## src/rtl/cpu_gen2_pkg.sv

```systemverilog
// Shared types for cpu_gen2: opcode encoding and FSM states.
// The HALT opcode is only decoded when CPU_HALT_EN is defined.
package cpu_gen2_pkg;

    localparam int OPC_W = 4;

    typedef enum logic [3:0] {
        OP_ADD_A  = 4'd0,
        OP_MOV_AB = 4'd1,
        OP_IN_A   = 4'd2,
        OP_MOV_AI = 4'd3,
        OP_MOV_BA = 4'd4,
        OP_ADD_B  = 4'd5,
        OP_IN_B   = 4'd6,
        OP_MOV_BI = 4'd7,
        OP_NOP8   = 4'd8,
        OP_OUT_B  = 4'd9,
        OP_NOP10  = 4'd10,
        OP_OUT_I  = 4'd11,
        OP_NOP12  = 4'd12,
        OP_HALT   = 4'd13,
        OP_JNC    = 4'd14,
        OP_JMP    = 4'd15
    } opcode_t;

    typedef enum logic [1:0] {
        FETCH   = 2'd0,
        EXECUTE = 2'd1,
        HALT    = 2'd2
    } state_t;

endpackage

```

## src/rtl/cpu_gen2_if.sv

```systemverilog
// Bus between cpu_gen2 and its environment: instruction fetch handshake,
// switch input and the led/flag outputs.
interface cpu_gen2_if
    import cpu_gen2_pkg::*;
#(
    parameter int DATA_W = 4,
    parameter int ADDR_W = 4
);
    logic                    instr_req;
    logic [ADDR_W-1:0]       instr_addr;
    logic                    instr_valid;
    logic [OPC_W+DATA_W-1:0] instr;
    logic [DATA_W-1:0]       switch;
    logic [DATA_W-1:0]       led;
    logic                    cf;
    logic                    halted;

    modport master (
        output instr_req, instr_addr, led, cf, halted,
        input  instr_valid, instr, switch
    );

    modport slave (
        input  instr_req, instr_addr, led, cf, halted,
        output instr_valid, instr, switch
    );
endinterface

```

## src/rtl/cpu_gen2_dffn.sv

```systemverilog
// dffn: W-bit register with synchronous active-high reset to zero and a
// load enable; used for every wide architectural register of cpu_gen2.
module dffn #(
    parameter int W = 4
) (
    input  logic         clk,
    input  logic         rst,
    input  logic         i_en,
    input  logic [W-1:0] i_d,
    output logic [W-1:0] o_q
);
    logic [W-1:0] r_q;

    // NOTE: sequential state is written with <= so every flop samples pre-edge values.
    always_ff @(posedge clk) begin
        if (rst)
            r_q <= '0;
        else if (i_en)
            r_q <= i_d;
    end

    assign o_q = r_q;
endmodule

```

## src/rtl/cpu_gen2.sv

```systemverilog
// cpu_gen2: two-register CPU with req/valid fetch, FETCH/EXECUTE FSM and jumps.
// Optional feature macro: CPU_HALT_EN (opcode 13 = HALT, adds HALT state).
module cpu_gen2
    import cpu_gen2_pkg::*;
#(
    parameter int DATA_W = 4,
    parameter int ADDR_W = 4
) (
    input  logic       clk,
    input  logic       rst,
    cpu_gen2_if.master bus
);
    localparam int IR_W = OPC_W + DATA_W;

    state_t              r_state, w_state_next;
    logic                r_cf, w_cf_next;
    logic                w_req;

    logic [DATA_W-1:0]   w_a, w_b, w_out;
    logic [DATA_W-1:0]   w_a_d, w_b_d, w_out_d;
    logic                w_a_en, w_b_en, w_out_en;
    logic [ADDR_W-1:0]   w_ip, w_ip_d, w_target;
    logic                w_ip_en;
    logic [IR_W-1:0]     w_ir;
    logic                w_ir_en;

    opcode_t             w_op;
    logic [DATA_W-1:0]   w_imm;
    logic [DATA_W:0]     w_sum_a, w_sum_b;

    assign w_op    = opcode_t'(w_ir[IR_W-1:DATA_W]);
    assign w_imm   = w_ir[DATA_W-1:0];
    assign w_sum_a = {1'b0, w_a} + {1'b0, w_imm};
    assign w_sum_b = {1'b0, w_b} + {1'b0, w_imm};

    // Jump target: immediate zero-extended or truncated to the ip width.
    generate
        if (ADDR_W > DATA_W) begin : g_tgt_ext
            assign w_target = {{(ADDR_W-DATA_W){1'b0}}, w_imm};
        end else begin : g_tgt_trunc
            assign w_target = w_imm[ADDR_W-1:0];
        end
    endgenerate

    dffn #(.W(DATA_W)) u_a   (.clk(clk), .rst(rst), .i_en(w_a_en),   .i_d(w_a_d),      .o_q(w_a));
    dffn #(.W(DATA_W)) u_b   (.clk(clk), .rst(rst), .i_en(w_b_en),   .i_d(w_b_d),      .o_q(w_b));
    dffn #(.W(DATA_W)) u_out (.clk(clk), .rst(rst), .i_en(w_out_en), .i_d(w_out_d),    .o_q(w_out));
    dffn #(.W(ADDR_W)) u_ip  (.clk(clk), .rst(rst), .i_en(w_ip_en),  .i_d(w_ip_d),     .o_q(w_ip));
    dffn #(.W(IR_W))   u_ir  (.clk(clk), .rst(rst), .i_en(w_ir_en),  .i_d(bus.instr),  .o_q(w_ir));

    always_ff @(posedge clk) begin
        if (rst) begin
            r_state <= FETCH;
            r_cf    <= 1'b0;
        end else begin
            r_state <= w_state_next;
            r_cf    <= w_cf_next;
        end
    end

    // NOTE: every output of this block is defaulted first, so no path can infer a latch.
    always_comb begin
        w_state_next = r_state;
        w_cf_next    = r_cf;
        w_req        = 1'b0;
        w_ir_en      = 1'b0;
        w_a_en       = 1'b0;
        w_b_en       = 1'b0;
        w_out_en     = 1'b0;
        w_ip_en      = 1'b0;
        w_a_d        = w_a;
        w_b_d        = w_b;
        w_out_d      = w_out;
        w_ip_d       = w_ip + ADDR_W'(1);

        case (r_state)
            FETCH: begin
                w_req = 1'b1;
                if (bus.instr_valid) begin
                    w_ir_en      = 1'b1;
                    w_state_next = EXECUTE;
                end
            end
            EXECUTE: begin
                w_state_next = FETCH;
                w_ip_en      = 1'b1;
                w_cf_next    = 1'b0;
                case (w_op)
                    OP_ADD_A:  begin w_a_en = 1'b1; w_a_d = w_sum_a[DATA_W-1:0]; w_cf_next = w_sum_a[DATA_W]; end
                    OP_MOV_AB: begin w_a_en = 1'b1; w_a_d = w_b;        end
                    OP_IN_A:   begin w_a_en = 1'b1; w_a_d = bus.switch; end
                    OP_MOV_AI: begin w_a_en = 1'b1; w_a_d = w_imm;      end
                    OP_MOV_BA: begin w_b_en = 1'b1; w_b_d = w_a;        end
                    OP_ADD_B:  begin w_b_en = 1'b1; w_b_d = w_sum_b[DATA_W-1:0]; w_cf_next = w_sum_b[DATA_W]; end
                    OP_IN_B:   begin w_b_en = 1'b1; w_b_d = bus.switch; end
                    OP_MOV_BI: begin w_b_en = 1'b1; w_b_d = w_imm;      end
                    OP_OUT_B:  begin w_out_en = 1'b1; w_out_d = w_b;    end
                    OP_OUT_I:  begin w_out_en = 1'b1; w_out_d = w_imm;  end
                    // JNC looks at the flag left by the previous instruction.
                    OP_JNC:    if (!r_cf) w_ip_d = w_target;
                    OP_JMP:    w_ip_d = w_target;
`ifdef CPU_HALT_EN
                    OP_HALT:   w_state_next = HALT;
`endif
                    default: ;
                endcase
            end
            default: ;
        endcase
    end

    assign bus.instr_req  = w_req;
    assign bus.instr_addr = w_ip;
    assign bus.led        = w_out;
    assign bus.cf         = r_cf;
`ifdef CPU_HALT_EN
    assign bus.halted     = (r_state == HALT);
`else
    assign bus.halted     = 1'b0;
`endif

endmodule

```

## src/flat_wrapper.sv

```systemverilog
// flat-port wrapper written by rule: the top's interface ports become plain ports
module cpu_gen2_flat import cpu_gen2_pkg::*;
#(
    parameter int DATA_W = 4,
    parameter int ADDR_W = 4
)
  (clk, rst, bus_instr_req, bus_instr_addr, bus_led, bus_cf, bus_halted, bus_instr_valid, bus_instr, bus_switch);
  cpu_gen2_if #(.DATA_W(DATA_W), .ADDR_W(ADDR_W)) bus_i ();
  input  logic clk;
  input  logic rst;
  output wire logic [$bits(bus_i.instr_req)-1:0] bus_instr_req;
  output wire logic [$bits(bus_i.instr_addr)-1:0] bus_instr_addr;
  output wire logic [$bits(bus_i.led)-1:0] bus_led;
  output wire logic [$bits(bus_i.cf)-1:0] bus_cf;
  output wire logic [$bits(bus_i.halted)-1:0] bus_halted;
  input wire logic [$bits(bus_i.instr_valid)-1:0] bus_instr_valid;
  input wire logic [$bits(bus_i.instr)-1:0] bus_instr;
  input wire logic [$bits(bus_i.switch)-1:0] bus_switch;
  assign bus_instr_req = bus_i.instr_req;
  assign bus_instr_addr = bus_i.instr_addr;
  assign bus_led = bus_i.led;
  assign bus_cf = bus_i.cf;
  assign bus_halted = bus_i.halted;
  assign bus_i.instr_valid = bus_instr_valid;
  assign bus_i.instr = bus_instr;
  assign bus_i.switch = bus_switch;
  cpu_gen2 #(.DATA_W(DATA_W), .ADDR_W(ADDR_W)) u_core (.clk(clk), .rst(rst), .bus(bus_i));
endmodule
```

## config.mk

```make
export PLATFORM = sky130hd
export DESIGN_NAME = cpu_gen2_flat
export DESIGN_NICKNAME = d
export VERILOG_FILES = /design/src/rtl/cpu_gen2_pkg.sv /design/src/rtl/cpu_gen2_if.sv /design/src/rtl/cpu_gen2_dffn.sv /design/src/rtl/cpu_gen2.sv /design/src/flat_wrapper.sv
export SDC_FILE = /design/constraint.sdc
export NUM_CORES = 1
export LEC_CHECK = 0
export ABC_AREA = 1
export CAP_MARGIN = 0
export CORE_MARGIN = 10
export CORE_UTILIZATION = 45
export CTS_CLUSTER_SIZE = 10
export DETAILED_ROUTE_END_ITERATION = 10
export GPL_TIMING_DRIVEN = 0
export PLACE_DENSITY = 0.79
export SYNTH_ARGS = -nofsm -noshare
export SYNTH_HDL_FRONTEND = slang
export SYNTH_SLANG_ARGS = --single-unit
```

## constraint.sdc

```tcl
create_clock -name clk -period 1.74 [get_ports clk]
set_input_delay 0.174 -clock clk [delete_from_list [all_inputs] [get_ports clk]]
set_output_delay 0.174 -clock clk [all_outputs]
set_load 0.005 [all_outputs]
```

==> results.tsv, run 1 <==
stage	metric	value	unit
clocking	Root Buffer	clkbuf_4	
critical_path	worst-path fanout max	10	
grt	gr ovfl total	0	
timing	Fin. Hold Viols	0	
critical_path	CP required	1570	ps
logic_synthesis	Mapped Area	1607	sq um
clocking	CTS clk-pin slew, worst paths	150	ps
route	routed vias/inst	5.367	
pwr	Pwr Total	1.379	mW
floorplanning	die area	6360	sq um
floorplanning	Starting Density	47.40	%
clocking	cts-stage hold buffer count	0	
grt	GRT Util Overall	14.18	%
floorplanning	DIE HEIGHT	79.75	microns
placement	# port buffers	24	
logic_synthesis	top-count cell post-synth	nand2_1	
clocking	TritonCTS Buffers	3	
route	drt pass-1 iters	4	
logic_synthesis	Synth Area in Adders	9.502	%
critical_path	Critical Path End Type	primary output	
timing	endpoints failing setup	0	
logic_synthesis	most frequent cells after synthesis	nand2_1, inv_1, nor2_1, dfxtp_1, a21oi_1	
logic_synthesis	top-area cell type share of the netlist area	32.40	%
timing	Pins Over Slew Limit	0	
logic_synthesis	dominant cell type by area after synthesis	dfxtp_1	
timing	Relative slew margins	59.57	%
route	routed length per instance	13.91	microns
placement	area of placed instances	1904	sq um
worst_hold_path	hold path startpoint	bus_instr[0]	
logic_synthesis	Syn Area/Cell	6.779	sq um
pwr	P per Cell Area	693.8	nW/um^2
final_layout	share of post-route cells with drive strength above 1	8.240	%
status	status	complete, no violations	
logic_synthesis	Post-Synth Simple-Gate Area	26.87	%
logic_synthesis	compound-gate portion of the synthesized area	20.02	%
timing	Max Clk Rate	595.1	MHz
clocking	worst skew pair latency	340	ps
final_layout	Finished Cell Area	1988	sq um
floorplanning	area of the core	3390	sq um
logic_synthesis	number of synthesized flops with an enable pin	0	
final_layout	Inserted Diodes	0	
timing	minimum clock period	1680	ps
floorplanning	Die W	79.75	microns
critical_path	R2R depth	6	
grt	met3 usage	3.378	%
critical_path	R2R Path Start	u_core.u_ir.o_q[0]	
clocking	htree depth	1	
worst_hold_path	hold depth	3	
placement	dpl hpwl	3305	microns
grt	vias in the first global route	1635	
pwr	Max IR drop VDD	0.3706	mV
logic_synthesis	Synth Area in XOR/XNOR	1.090	%
logic_synthesis	register area share after synthesis	32.40	%
logic_synthesis	synthesized net count	263	
grt	first-pass GRT wire length	7396	microns
route	Final ANT Viol Nets	0	
placement	routability cong.	0.8838	
final_layout	Area Overhead vs Synth	23.75	%
critical_path	R2R Setup Slk	120	ps
grt	largest net degree at the start of global routing	16	
clocking	Clock Sinks	26	
job	Max Cap Viol	0	
timing	measured slew at the worst slew-check pin	606.4	ps
logic_synthesis	post-synthesis mux area share	0	%
grt	GR Layer Usage met2	22.25	%
logic_synthesis	Mapped Cells	237	
route	total number of vias	1680	
clocking	CTS tree	built	
final_layout	Layout Nets	294	
logic_synthesis	Netlist cell types	24	
critical_path	critical path type	register to primary output	
route	Post-route DRC	0	
logic_synthesis	post-synthesis register bit count	26	
timing	setup tns final	0	ps
critical_path	CP Launch Type	register	
grt	gr busiest metal	met2	
floorplanning	cell row count	21	
floorplanning	# IOs	26	
clocking	clock buffer depth	2	
grt	initial antenna violation count	0	
logic_synthesis	largest family of logic cells by synthesized area	simple AND/OR/NAND/NOR gates	
logic_synthesis	Area contributors post-synth	dfxtp_1, nand2_1, inv_1	
critical_path	reg2reg end	u_core.u_b.o_q[1]	
timing	unrepaired setup endpoints after global routing	false	
logic_synthesis	Yosys warnings	0	
pwr	Leak Pwr	0.8508	nW
timing	Max Clock Skew	1.335	ps
route	First DRT Iteration DRCs	141	
route	Routed WL	4355	microns
timing	period utilization	96.58	%
worst_hold_path	hold path endpoint	u_core.u_ir.o_q[0]	
grt	M1 GR Usage	17.75	%
critical_path	WP data arrival	1510	ps
logic_synthesis	Synth Flop Type	dfxtp_1	
logic_synthesis	asr flop ratio synth	0	%
worst_hold_path	Hold Crit Class	input port to register	
-- routing by layer --
layer | share of wire [%] | wire, microns
met2 | 46 | 2012
met1 | 45 | 1943
met3 | 6.7 | 293
met5 | 0 | 0
met4 | 2.4 | 105
-- where the power goes --
| group | internal [mW] | switching [mW] | total (mW) |
|---|---|---|---|
| Clock | 0.233 | 0.199 | 0.432 |
| Combinational | 0.122 | 0.157 | 0.279 |
| Sequential | 0.626 | 0.0418 | 0.668 |
| Total | 0.981 | 0.398 | 1.38 |
-- sequential cells by signal, summed over array words and instances, names as in the netlist --
name / cells
u_core.u_ir.o_q: 8
u_core.u_a.o_q: 4
u_core.u_b.o_q: 4
u_core.u_ip.o_q: 4
u_core.u_out.o_q: 4
u_core.bus.cf: 1
u_core.r_state: 1
-- cells in the final DEF, fill, tap and decap left out --
cell type        netlist  layout
o21ai_1                0       2
nor3_4                 1       1
nand2_1               47      47
fa_2                   0       2
clkbuf_4               0       3
a31oi_1                1       1
clkbuf_1               2       2
dfxtp_4                0       2
inv_2                  4       4
ha_1                   9       8
nand3_1               18      18
a31o_2                 1       1
nor3b_1                2       2
dfxtp_2                0       1
inv_1                 31      31
bufinv_16              0       1
o21ai_0               19      17
a211oi_1               1       1
a21oi_1               23      23
nor2_1                29      29
xnor2_1                2       2
a21oi_4                1       1
dfxtp_1               26      23
nand4_1                4       4
buf_4                  2       4
conb_1                 1       1
ha_2                   0       1
clkdlybuf4s50_1        0      24
o211ai_1               8       8
o22ai_1                2       2
buf_2                  1       1
-- critical path, stage by stage, from the launching register on --
cell and delay [ps]:
dfxtp_1 330, buf_4 160, inv_2 150, clkdlybuf4s50_1 530
-- final cells by class --
cell class	instances	area, sq um
flip-flops and latches	26	529.3
plain buffers	5	27.53
multi-input cells	171	934.6
inverters	35	131.4
well taps	46	57.56
clock buffers	3	22.52
fillers	316	1401
repair buffers	26	255.2
clock inverters	1	30.03
-- what timing repair did --
item	4_1_cts	5_1_grt
setup endpoints to repair	2	3
setup buffers	0	2
pin swaps	0	0
gates resized for setup	2	8
-- logic make-up after synthesis --
logic type,after synthesis
AOI/OAI and AO/OA,56
xor gates and xnor gates,2
adders and majority gates,11
buffers and inverters,40
DFF,26
other,1
and+or+nand+nor,101
-- worst max path at each step --
| stage | start | end | cells past startpoint |
|---|---|---|---|
| final | u_core.r_state[0] | bus_instr_req | 3 |
| after global routing | u_core.u_ir.o_q[0] | u_core.bus.cf | 11 |
| after CTS | u_core.u_ir.o_q[0] | u_core.bus.cf | 10 |
| after detailed placement | u_core.u_ir.o_q[0] | u_core.bus.cf | 10 |
| after global placement | u_core.u_ir.o_q[0] | u_core.bus.cf | 10 |
| after floorplan | u_core.u_ir.o_q[0] | u_core.u_b.o_q[1] | 6 |
-- per-stage QoR --
stage	utilization [%]	cells	setup WS (ps)	hold WS (ps)
after floorplan	-	237	227.6	333.5
after global routing	58.66	313	3.437	388.2
after global placement	56.18	307	-39.06	479.3
after detailed placement	56.18	307	-42.04	484.0
after CTS	57.81	311	37.35	398.8
final	58.66	313	59.53	410.4
No activity file was read; power rests on OpenSTA's default activity.
==> run 2: changes to the inputs <==
--- a/config.mk
+++ b/config.mk
@@ -13,6 +13,7 @@
 export DETAILED_ROUTE_END_ITERATION = 10
 export GPL_TIMING_DRIVEN = 0
 export PLACE_DENSITY = 0.79
+export RECOVER_POWER = 100
 export SYNTH_ARGS = -nofsm -noshare
 export SYNTH_HDL_FRONTEND = slang
 export SYNTH_SLANG_ARGS = --single-unit
==> results.tsv, run 2 (same netlist as run 1, synthesis figures left out) <==
stage	metric	value	unit
critical_path	CP required	1570	ps
critical_path	CP max stage cell	clkdlybuf4s50_1	
timing	Relative slew margins	60.27	%
final_layout	Inserted Diodes	0	
pwr	Leak Pwr	0.8679	nW
route	Post-route DRC	0	
grt	vias in the first global route	1635	
critical_path	critical path launch point	u_core.r_state[0]	
clocking	TritonCTS Buffers	3	
route	drt pass-1 iters	4	
floorplanning	area of the core	3390	sq um
clocking	CTS tree	built	
floorplanning	DIE HEIGHT	79.75	microns
critical_path	worst-path fanout max	10	
clocking	Root Buffer	clkbuf_4	
final_layout	Area Overhead vs Synth	22.59	%
placement	routability cong.	0.8838	
grt	largest net degree at the start of global routing	16	
critical_path	critical path type	register to primary output	
critical_path	WP data arrival	1480	ps
route	routed length per instance	13.84	microns
worst_hold_path	hold path startpoint	bus_instr[0]	
grt	gr ovfl total	0	
pwr	Max IR drop VDD	0.3706	mV
placement	area of placed instances	1904	sq um
floorplanning	Starting Density	47.40	%
clocking	worst skew pair latency	330	ps
route	total number of vias	1675	
route	Routed WL	4332	microns
timing	Fin. Hold Viols	0	
timing	unrepaired setup endpoints after global routing	false	
timing	period utilization	95.31	%
timing	endpoints failing setup	0	
pwr	P per Cell Area	693.9	nW/um^2
placement	dpl hpwl	3305	microns
clocking	Clock Sinks	26	
final_layout	Finished Cell Area	1969	sq um
floorplanning	die area	6360	sq um
clocking	CTS clk-pin slew, worst paths	150	ps
grt	GRT Util Overall	14.18	%
final_layout	Non-Filler Instances	313	
final_layout	share of post-route cells with drive strength above 1	7.116	%
critical_path	R2R Path Start	u_core.u_ir.o_q[0]	
final_layout	filler cell count in the final layout	321	
route	Final ANT Viol Nets	0	
critical_path	CP Launch Type	register	
floorplanning	# IOs	26	
floorplanning	Die W	79.75	microns
critical_path	CP Buf/Inv Count	3	
critical_path	CP top delay family	buffers and inverters	
final_layout	most common cell after layout, fill and taps aside	nand2_1	
placement	# port buffers	24	
timing	minimum clock period	1658	ps
critical_path	max incr delay on CP	530	ps
clocking	clock buffer depth	2	
critical_path	Critical Path End Type	primary output	
floorplanning	cell row count	21	
clocking	htree depth	1	
timing	Max Clock Skew	4.826	ps
route	First DRT Iteration DRCs	143	
final_layout	Layout Nets	294	
timing	Pins Over Slew Limit	0	
job	Max Cap Viol	0	
route	routed vias/inst	5.351	
placement	# placed instances	307	
grt	first-pass GRT wire length	7396	microns
clocking	cts-stage hold buffer count	0	
status	status	complete, no violations	
final_layout	most frequent cells in the layout	nand2_1, inv_1, nor2_1, a21oi_1, dfxtp_1	
final_layout	max FFs per register	8	
critical_path	CP cell instances	buf_4 -> inv_2 -> clkdlybuf4s50_1	
grt	initial antenna violation count	0	
timing	Max Clk Rate	603.0	MHz
timing	measured slew at the worst slew-check pin	595.9	ps
worst_hold_path	Hold Crit Class	input port to register	
[run 2: per-layer routing]
metal  part of all wire [%]  global-route usage, %  up-vias  wire length (microns)
met5                      0                      0        -                      0
met4                    1.9                  6.866        0                     83
met3                    6.2                  3.378       10                    268
met2                     48                  22.25       47                   2058
met1                     44                  17.75      774                   1922
li1                       -                      -      844                      -
[run 2: what timing repair did]
item                                    4_1_cts  5_1_grt
endpoints found under the setup margin        2        3
resized for setup                             2        8
buffers inserted                              0        2
endpoints found under the hold margin         0        0
[run 2: final cells by class]
cell class                      instances  area (sq um)  share of cell area [%]
Multi-Input combinational cell        171         917.1                   46.57
Sequential cell                        26         529.3                   26.87
Timing Repair Buffer                   26         255.2                   12.96
Inverter                               35         131.4                   6.671
Tap cell                               46         57.56                   2.922
Clock inverter                          1         30.03                   1.525
Buffer                                  5         26.28                   1.334
Clock buffer                            3         22.52                   1.144
[run 2: metrics by stage]
stage               TNS [ps]  setup WS (ps)  total power [mW]  utilization, %  hold WS, ps
finish                     0          81.63             1.367           58.10        411.1
global route               0          3.437             1.438           58.10        387.9
global placement      -75.82         -39.06            0.9451           56.18        479.3
CTS                        0          37.35             1.379           57.81        398.8
detailed placement    -81.89         -42.04            0.9503           56.18        484.0
floorplan                  0          227.6            0.8422               -        333.5
[run 2: path summary, 6_finish.rpt]
kind | cells past startpoint | slack (ps) | end
min reg2reg | 2 | 510 | u_core.u_a.o_q[0]
min | 3 | 410 | u_core.u_ir.o_q[0]
max reg2reg | 11 | 120 | u_core.bus.cf
max | 3 | 80 | bus_instr_req
[run 2: worst min-delay path, stage by stage]
cell and delay [ps]:
clkdlybuf4s50_1 410, nand3_1 80, a21oi_1 60
[run 2: where the power goes]
part / switching, mW / internal, mW
registers: 0.0407 / 0.626
clock network: 0.196 / 0.233
logic: 0.153 / 0.118
total: 0.389 / 0.977
